$ cat src/rtl/frame_write_packer.sv
// rtl/frame_write_packer.sv - packs camera FIFO pixels into fixed-length SDRAM write bursts
// Optional feature macro: FRAME_WRITE_PACKER_MASK_EN (byte-mask padded lanes of partial bursts).
module frame_write_packer #(
  parameter int PIXEL_WIDTH    = 16,
  parameter int MEM_DATA_WIDTH = 32,
  parameter int ADDR_WIDTH     = 21,
  parameter int BURST_BEATS    = 8,
  parameter int GAP_CYCLES     = 11,
  parameter int FRAME_PIXELS   = 307200,
  parameter logic [ADDR_WIDTH-1:0] FRAME_BASE_0 = 21'h096040,
  parameter logic [ADDR_WIDTH-1:0] FRAME_BASE_1 = 21'h12C080
) (
  input  logic                        clk,
  input  logic                        rst_n,
  input  logic                        init_done,
  input  logic                        fifo_empty,
  input  logic [PIXEL_WIDTH:0]        fifo_data,
  output logic                        fifo_rd_en,
  output logic                        cmd,
  output logic                        cmd_en,
  output logic [ADDR_WIDTH-1:0]       addr,
  output logic [MEM_DATA_WIDTH-1:0]   wr_data,
  output logic [MEM_DATA_WIDTH/8-1:0] data_mask,
  output logic                        active_buffer,
  output logic                        frame_done,
  output logic                        error
);
  localparam int PPW = MEM_DATA_WIDTH / PIXEL_WIDTH;
  localparam int BP  = BURST_BEATS * PPW;
  localparam int FW  = $clog2(BP + 1);
  localparam int CW  = $clog2(FRAME_PIXELS + 1);
  localparam int BW  = (BURST_BEATS > 1) ? $clog2(BURST_BEATS) : 1;
  localparam int GW  = (GAP_CYCLES > 1) ? $clog2(GAP_CYCLES) : 1;
  localparam int MW  = MEM_DATA_WIDTH / 8;

  typedef enum logic [2:0] {S_WAIT_INIT, S_HUNT, S_FILL, S_BURST, S_GAP} state_t;

  state_t                  state_q, state_d;
  logic                    rd_q, rd_d;
  logic [FW-1:0]           fill_q, fill_d;
  logic [CW-1:0]           pcnt_q, pcnt_d;
  logic [BW-1:0]           beat_q, beat_d;
  logic [GW-1:0]           gap_q, gap_d;
  logic [ADDR_WIDTH-1:0]   addr_q, addr_d;
  logic [PIXEL_WIDTH-1:0]  pix_q [BP];
  logic [PIXEL_WIDTH-1:0]  pix_d [BP];
  logic                    sof_pend_q, sof_pend_d;
  logic [PIXEL_WIDTH-1:0]  sof_pix_q, sof_pix_d;
  logic                    done_pend_q, done_pend_d;
  logic                    first_q, first_d;
  logic                    active_q, active_d;
  logic                    error_q, error_d;

  logic                    is_sof;
  logic [PIXEL_WIDTH-1:0]  in_pix;
  logic                    start_frame;
  logic [PIXEL_WIDTH-1:0]  start_pix;
  int                      fill_i, pcnt_i;

  assign is_sof = fifo_data[PIXEL_WIDTH];
  assign in_pix = fifo_data[PIXEL_WIDTH-1:0];
  assign rd_d   = fifo_rd_en;

  always_comb begin
    state_d     = state_q;
    fill_d      = fill_q;
    pcnt_d      = pcnt_q;
    beat_d      = beat_q;
    gap_d       = gap_q;
    addr_d      = addr_q;
    pix_d       = pix_q;
    sof_pend_d  = sof_pend_q;
    sof_pix_d   = sof_pix_q;
    done_pend_d = done_pend_q;
    first_d     = first_q;
    active_d    = active_q;
    error_d     = error_q;
    fifo_rd_en  = 1'b0;
    start_frame = 1'b0;
    start_pix   = in_pix;
    fill_i      = int'(fill_q);
    pcnt_i      = int'(pcnt_q);
    case (state_q)
      S_WAIT_INIT: if (init_done) state_d = S_HUNT;
      S_HUNT: begin
        fifo_rd_en = !fifo_empty;
        if (rd_q) begin
          if (is_sof) start_frame = 1'b1;
          else        error_d     = 1'b1;
        end
      end
      S_FILL: begin
        // Count the word still in flight so the buffer and frame never overrun,
        // and hold off the read behind an SOF that forces a flush.
        fifo_rd_en = !fifo_empty && (fill_i + int'(rd_q) < BP)
                     && (pcnt_i + int'(rd_q) < FRAME_PIXELS)
                     && !(rd_q && is_sof && fill_q != '0);
        if (rd_q) begin
          if (is_sof && fill_q != '0) begin
            sof_pend_d = 1'b1;
            sof_pix_d  = in_pix;
            state_d    = S_BURST;
          end else if (is_sof) begin
            start_frame = 1'b1;
          end else begin
            pix_d[fill_i] = in_pix;
            fill_d        = FW'(fill_i + 1);
            pcnt_d        = CW'(pcnt_i + 1);
            if (pcnt_i + 1 == FRAME_PIXELS) begin
              done_pend_d = 1'b1;
              state_d     = S_BURST;
            end else if (fill_i + 1 == BP) begin
              state_d = S_BURST;
            end
          end
        end
      end
      S_BURST: begin
        if (beat_q == BW'(BURST_BEATS - 1)) begin
          beat_d  = '0;
          gap_d   = '0;
          fill_d  = '0;
          addr_d  = addr_q + ADDR_WIDTH'(BP);
          for (int i = 0; i < BP; i++) pix_d[i] = '0;
          state_d = S_GAP;
        end else begin
          beat_d = beat_q + 1'b1;
        end
      end
      S_GAP: begin
        if (gap_q == GW'(GAP_CYCLES - 1)) begin
          if (sof_pend_q) begin
            sof_pend_d  = 1'b0;
            start_frame = 1'b1;
            start_pix   = sof_pix_q;
          end else if (done_pend_q) begin
            done_pend_d = 1'b0;
            state_d     = S_HUNT;
          end else begin
            state_d = S_FILL;
          end
        end else begin
          gap_d = gap_q + 1'b1;
        end
      end
      default: state_d = S_WAIT_INIT;
    endcase
    // The SOF word is pixel 0 of the new frame; buffer is always empty here.
    if (start_frame) begin
      first_d  = 1'b0;
      active_d = first_q ? active_q : !active_q;
      addr_d   = active_d ? FRAME_BASE_1 : FRAME_BASE_0;
      pix_d[0] = start_pix;
      fill_d   = FW'(1);
      pcnt_d   = CW'(1);
      state_d  = S_FILL;
    end
  end

  always_ff @(posedge clk or negedge rst_n) begin
    if (!rst_n) begin
      state_q     <= S_WAIT_INIT;
      rd_q        <= 1'b0;
      fill_q      <= '0;
      pcnt_q      <= '0;
      beat_q      <= '0;
      gap_q       <= '0;
      addr_q      <= FRAME_BASE_0;
      for (int i = 0; i < BP; i++) pix_q[i] <= '0;
      sof_pend_q  <= 1'b0;
      sof_pix_q   <= '0;
      done_pend_q <= 1'b0;
      first_q     <= 1'b1;
      active_q    <= 1'b0;
      error_q     <= 1'b0;
    end else begin
      state_q     <= state_d;
      rd_q        <= rd_d;
      fill_q      <= fill_d;
      pcnt_q      <= pcnt_d;
      beat_q      <= beat_d;
      gap_q       <= gap_d;
      addr_q      <= addr_d;
      pix_q       <= pix_d;
      sof_pend_q  <= sof_pend_d;
      sof_pix_q   <= sof_pix_d;
      done_pend_q <= done_pend_d;
      first_q     <= first_d;
      active_q    <= active_d;
      error_q     <= error_d;
    end
  end

  assign cmd           = (state_q == S_BURST);
  assign cmd_en        = (state_q == S_BURST) && (beat_q == '0);
  assign addr          = (state_q == S_BURST) ? addr_q : '0;
  assign frame_done    = (state_q == S_BURST) && (beat_q == BW'(BURST_BEATS - 1)) && done_pend_q;
  assign active_buffer = active_q;
  assign error         = error_q;

  always_comb begin
    wr_data = '0;
    if (state_q == S_BURST)
      for (int l = 0; l < PPW; l++)
        wr_data[l*PIXEL_WIDTH +: PIXEL_WIDTH] = pix_q[int'(beat_q)*PPW + l];
  end

`ifdef FRAME_WRITE_PACKER_MASK_EN
  always_comb begin
    data_mask = '0;
    if (state_q == S_BURST)
      for (int b = 0; b < MW; b++)
        if (int'(beat_q)*PPW + (b*8)/PIXEL_WIDTH >= int'(fill_q)) data_mask[b] = 1'b1;
  end
`else
  assign data_mask = '0;
`endif

endmodule

$ cat config.mk
export PLATFORM = sky130hd
export DESIGN_NAME = frame_write_packer
export DESIGN_NICKNAME = d
export VERILOG_FILES = /design/src/rtl/frame_write_packer.sv
export SDC_FILE = /design/constraint.sdc
export NUM_CORES = 1
export LEC_CHECK = 0
export BUFFER_PORTS_ARGS = -buffer_cell sky130_fd_sc_hd__buf_2
export CAP_MARGIN = 10
export CORE_MARGIN = 5
export CORE_UTILIZATION = 30
export CTS_BUF_LIST = sky130_fd_sc_hd__clkbuf_2 sky130_fd_sc_hd__clkbuf_4 sky130_fd_sc_hd__clkbuf_8
export DETAILED_ROUTE_END_ITERATION = 8
export GPL_TIMING_DRIVEN = 1
export MAX_ROUTING_LAYER = met4
export PLACE_DENSITY = 0.47
export SLEW_MARGIN = 20
export SYNTH_ARGS = -nofsm -noshare
export SYNTH_HDL_FRONTEND = slang
export SYNTH_SLANG_ARGS = --single-unit
$ cat constraint.sdc
create_clock -name clk -period 2.9 [get_ports clk]
set_input_delay 0.145 -clock clk [delete_from_list [all_inputs] [get_ports clk]]
set_output_delay 0.145 -clock clk [all_outputs]
set_load 0.1 [all_outputs]
==> results.md <==
- Yosys top cell area share: between 50% and 60%
- Maxcap violations: 0
- Synth unique cells: 68
- Port bufs: 75
- DRC violations left: 0
- HPWL after DPL: 31100 µm
- Synth area leader: dfrtp_1
- Final slew viol count: 0
- Largest family of logic cells by synthesized area: simple AND/OR/NAND/NOR gates
- Mux contribution to synthesized area: 13.9%
- Nets@finish: roughly 1700
- Pwr dens: 1080 nW/µm²
- Prevailing post-synth register cell: dfrtp_1
- Sequential cell area: about 8300 µm²
- Mapped Area: about 16000 µm²
- Seq cells post-synth: between 300 and 400
- Worst-Margin Slew: 0.797 ns
- CP required: between 2 and 3 ns
- Via density: 5.11
- Final period demand of the worst path: approximately 2.9 ns
- Tcrit/Tclk final: 99.7%
- Share of cells above drive strength 1: 24.6%
- I/O Pins: 84
- Clk_lat worst skew: about 0.63 ns
- Asr flop ratio synth: 100%
- Initial antenna violation count: 5
- Die Ht: approximately 240 µm
- Initial Util: a little under a third
- All-Layer GR Usage: between 10% and 20%
- Clock power frac: around a quarter
- Rel. slew slack: about 47%
- Min-Delay Path Class: in -> async
- Gpl congestion: 0.795
- Fill count: approximately 5100
- Clk buf depth: 3
- Max Fclk: 346 MHz
- Post-Route WL: roughly 48000 µm
- Die footprint: 56700 µm²
- Final Non-Filler Cells: approximately 2400
- Status: completed
- CP Capture Type: primary output
- Simple-Gate Fraction of Synth Area: between 10% and 20%
- Final setup violation count: 0
- Final core utilization: around 38%
- Largest net degree at the start of global routing: 84
- Final hold vios: 0
- Core Rows: 83
- Initial DRC count: 877
- Multi-input logic area: roughly 6900 µm²
- CTS root buf: clkbuf_8
- Largest fanout on the critical path: 5
- Synth Area in Adders: less than 1%
- Synthesized netlist cell count: ~1500
- Total gr overflow: 0
- Post-synthesis compound-gate area fraction: around 12%
- Clk sinks: approximately 330
- Synth Warn #: 0
- Cell-internal power: about 13000 µW
- CTS tree: built
- Synth top area cells: dfrtp_1 (52%), mux4_2 (9.2%), o21ai_0 (7.5%), nand2_1 (7.1%), mux2i_1 (2.1%)
- Final instance area: about 20000 µm²
- Layout area overhead: 24.5%
- Vias: between 10000 and 15000
- Wirelength per Cell: 20.4 µm
- Seq pwr share: a little over a third
- Design Power: 21000 µW
- Number of buffers created by CTS: slightly below 60
- Synthesized area per cell: about 11 µm²
- First-pass detailed-route iteration total: 5
- Placed insts: between 2000 and 2500
- P_leak: 0.00849 µW
- Register area share after synthesis: ~53%
- First-pass GRT wire length: about 75000 µm
- VDD IR max: approximately 0.8 mV
- Placed Area: 17500 µm²
- Setup Skew: between 0.01 and 0.015 ns
- Worst-path clk slew: roughly 0.060 ns
- Startpoint Class: flip-flop
- Switching part of the total: just under 40%
- Logic pwr share: between 40% and 50%
- WP data arrival: 2.75 ns
- H-Tree Depth: 2
- Setup CP Type: reg -> out
- Die W: around 240 µm
- Switching power: between 8000 and 9000 µW
- Antenna Violating Nets Remaining: 0
- Vias in the first global route: approximately 12000
- Post-Synth XOR/XNOR Area: 2.35%
- Post-synth EDFFs: 0
- RSZ-0062 raised after global routing: yes
- Core ar.: between 50000 and 60000 µm²
==> cells in the final DEF, fill, tap and decap left out, drive strengths merged, types with 3 or more instances in the layout <==
| cell type | instances |
|---|---|
| a31oi | 4 |
| dlygate4sd3 | 19 |
| xor2 | 26 |
| nor4 | 3 |
| mux2i | 33 |
| dfrtp | 323 |
| xnor2 | 16 |
| a22o | 16 |
| and2 | 5 |
| buf | 163 |
| nor2b | 3 |
| mux4 | 64 |
| o21a | 3 |
| conb | 8 |
| nand2 | 295 |
| clkbuf | 98 |
| nand2b | 8 |
| a21oi | 19 |
| or4 | 3 |
| nor2 | 88 |
| o21ai | 256 |
| diode | 4 |
| nand3 | 28 |
| mux2 | 35 |
| nor3 | 13 |
| and3 | 18 |
| nor3b | 3 |
| ha | 12 |
| nand4 | 15 |
| or3b | 3 |
| a32o | 17 |
| o31ai | 3 |
| clkinv | 7 |
| or3 | 6 |
| dfstp | 6 |
| bufinv | 4 |
| and4 | 4 |
| inv | 19 |
==> cells in the mapped netlist (all sizes together) (4+ instances only) <==
master	count
dfstp	6
mux2	35
and2	5
xnor2	16
nand4	15
nand2b	8
o21ai	256
nand2	295
mux2i	33
clkbuf	66
mux4	64
xor2	26
and3	18
a31oi	4
nor2	88
and4	4
a21oi	19
or3	6
nand3	28
buf	47
a22o	16
ha	12
inv	17
a32o	17
dfrtp	323
nor3	13
==> cell type report <==
| cell class | count | area share, % |
|---|---|---|
| Clock buffer | 96 | 6.28 |
| Inverter | 18 | 0.347 |
| Sequential cell | 329 | 42.5 |
| Tap cell | 680 | 4.37 |
| Timing Repair Buffer | 184 | 9.93 |
| Multi-Input combinational cell | 1029 | 35.7 |
| Clock inverter | 12 | 0.862 |
| Antenna cell | 4 | 0.0515 |
==> registers in the layout, summed over array words and instances (netlist names), 3 cells and up <==
name,count
pix_q,256
pcnt_q,19
addr_q,17
beat_q,3
sof_pix_q,16
fill_q,5
gap_q,4
state_q,3
==> per-stage QoR <==
step                TNS (ns)  worst slack (ns)  hold WS, ns
floorplan            -0.0157           -0.0157       -0.151
global placement           0             0.153        0.216
detailed placement         0            0.0825        0.224
CTS                   -0.110            -0.110        0.150
global route          -0.106            -0.106        0.175
finish                     0           0.00796        0.157
==> logic make-up after synthesis <==
group,after synthesis
buffers and inverters,131
AO/OA/AOI/OAI,334
multiplexers,132
AND/OR/NAND/NOR,501
other,1
adder cells (fa/ha/maj),12
flip-flops,329
XOR/XNOR,42
==> worst paths after layout <==
check | to | depth (start not counted) | start | slack, ns
max | fifo_rd_en | 9 | fill_q[0] | 0.008
min | pix_q[113] | 2 | rst_n | 0.16
max reg2reg | pix_q[127] | 11 | fill_q[0] | 0.28
min reg2reg | pix_q[191] | 2 | pix_q[191] | 0.48
max in group asynchronous | pcnt_q[6] | 3 | rst_n | 1.90
min in group clk | state_q[1] | 5 | init_done | 0.31
==> per-layer routing <==
| metal | GRT usage (%) | share of wire (%) | up-vias | routed length (µm) |
|---|---|---|---|---|
| li1 | - | - | 5481 | - |
| met1 | 23.4 | 46 | 6174 | 22100 |
| met2 | 26.9 | 47 | 289 | 22600 |
| met3 | 3.32 | 4.8 | 67 | 2300 |
| met4 | 4.14 | 2.0 | 0 | 965 |
| met5 | - | 0 | - | 0 |
==> what timing repair did <==
item | CTS | global route
gates cloned | 1 | 1
gates resized for setup | 15 | 21
hold buffers | 19 | 0
buffers inserted | 4 | 18
endpoints found under the setup margin | 20 | 7
endpoints found under the hold margin | 127 | 0
pin swaps | 3 | 6
==> critical path, cell delays in order (launching register included) <==
cell and delay [ns]:
dfrtp_2 0.42, inv_2 0.06, ha_2 0.17, or4b_4 0.51, nand2_4 0.09, o21ai_2 0.06
o21ai_1 0.15, a21oi_2 0.09, a311oi_4 0.34, buf_12 0.22
==> power by group through the flow <==
stage | Clock [µW] | Sequential, µW | Combinational (µW)
global placement | 0 | 7470 | 8180
floorplan | 0 | 7240 | 5860
detailed placement | 0 | 7570 | 8280
CTS | 5140 | 7500 | 8440
global route | 5360 | 7760 | 9170
finish | 5010 | 7540 | 8480
Power figures use the tool's default switching activity.
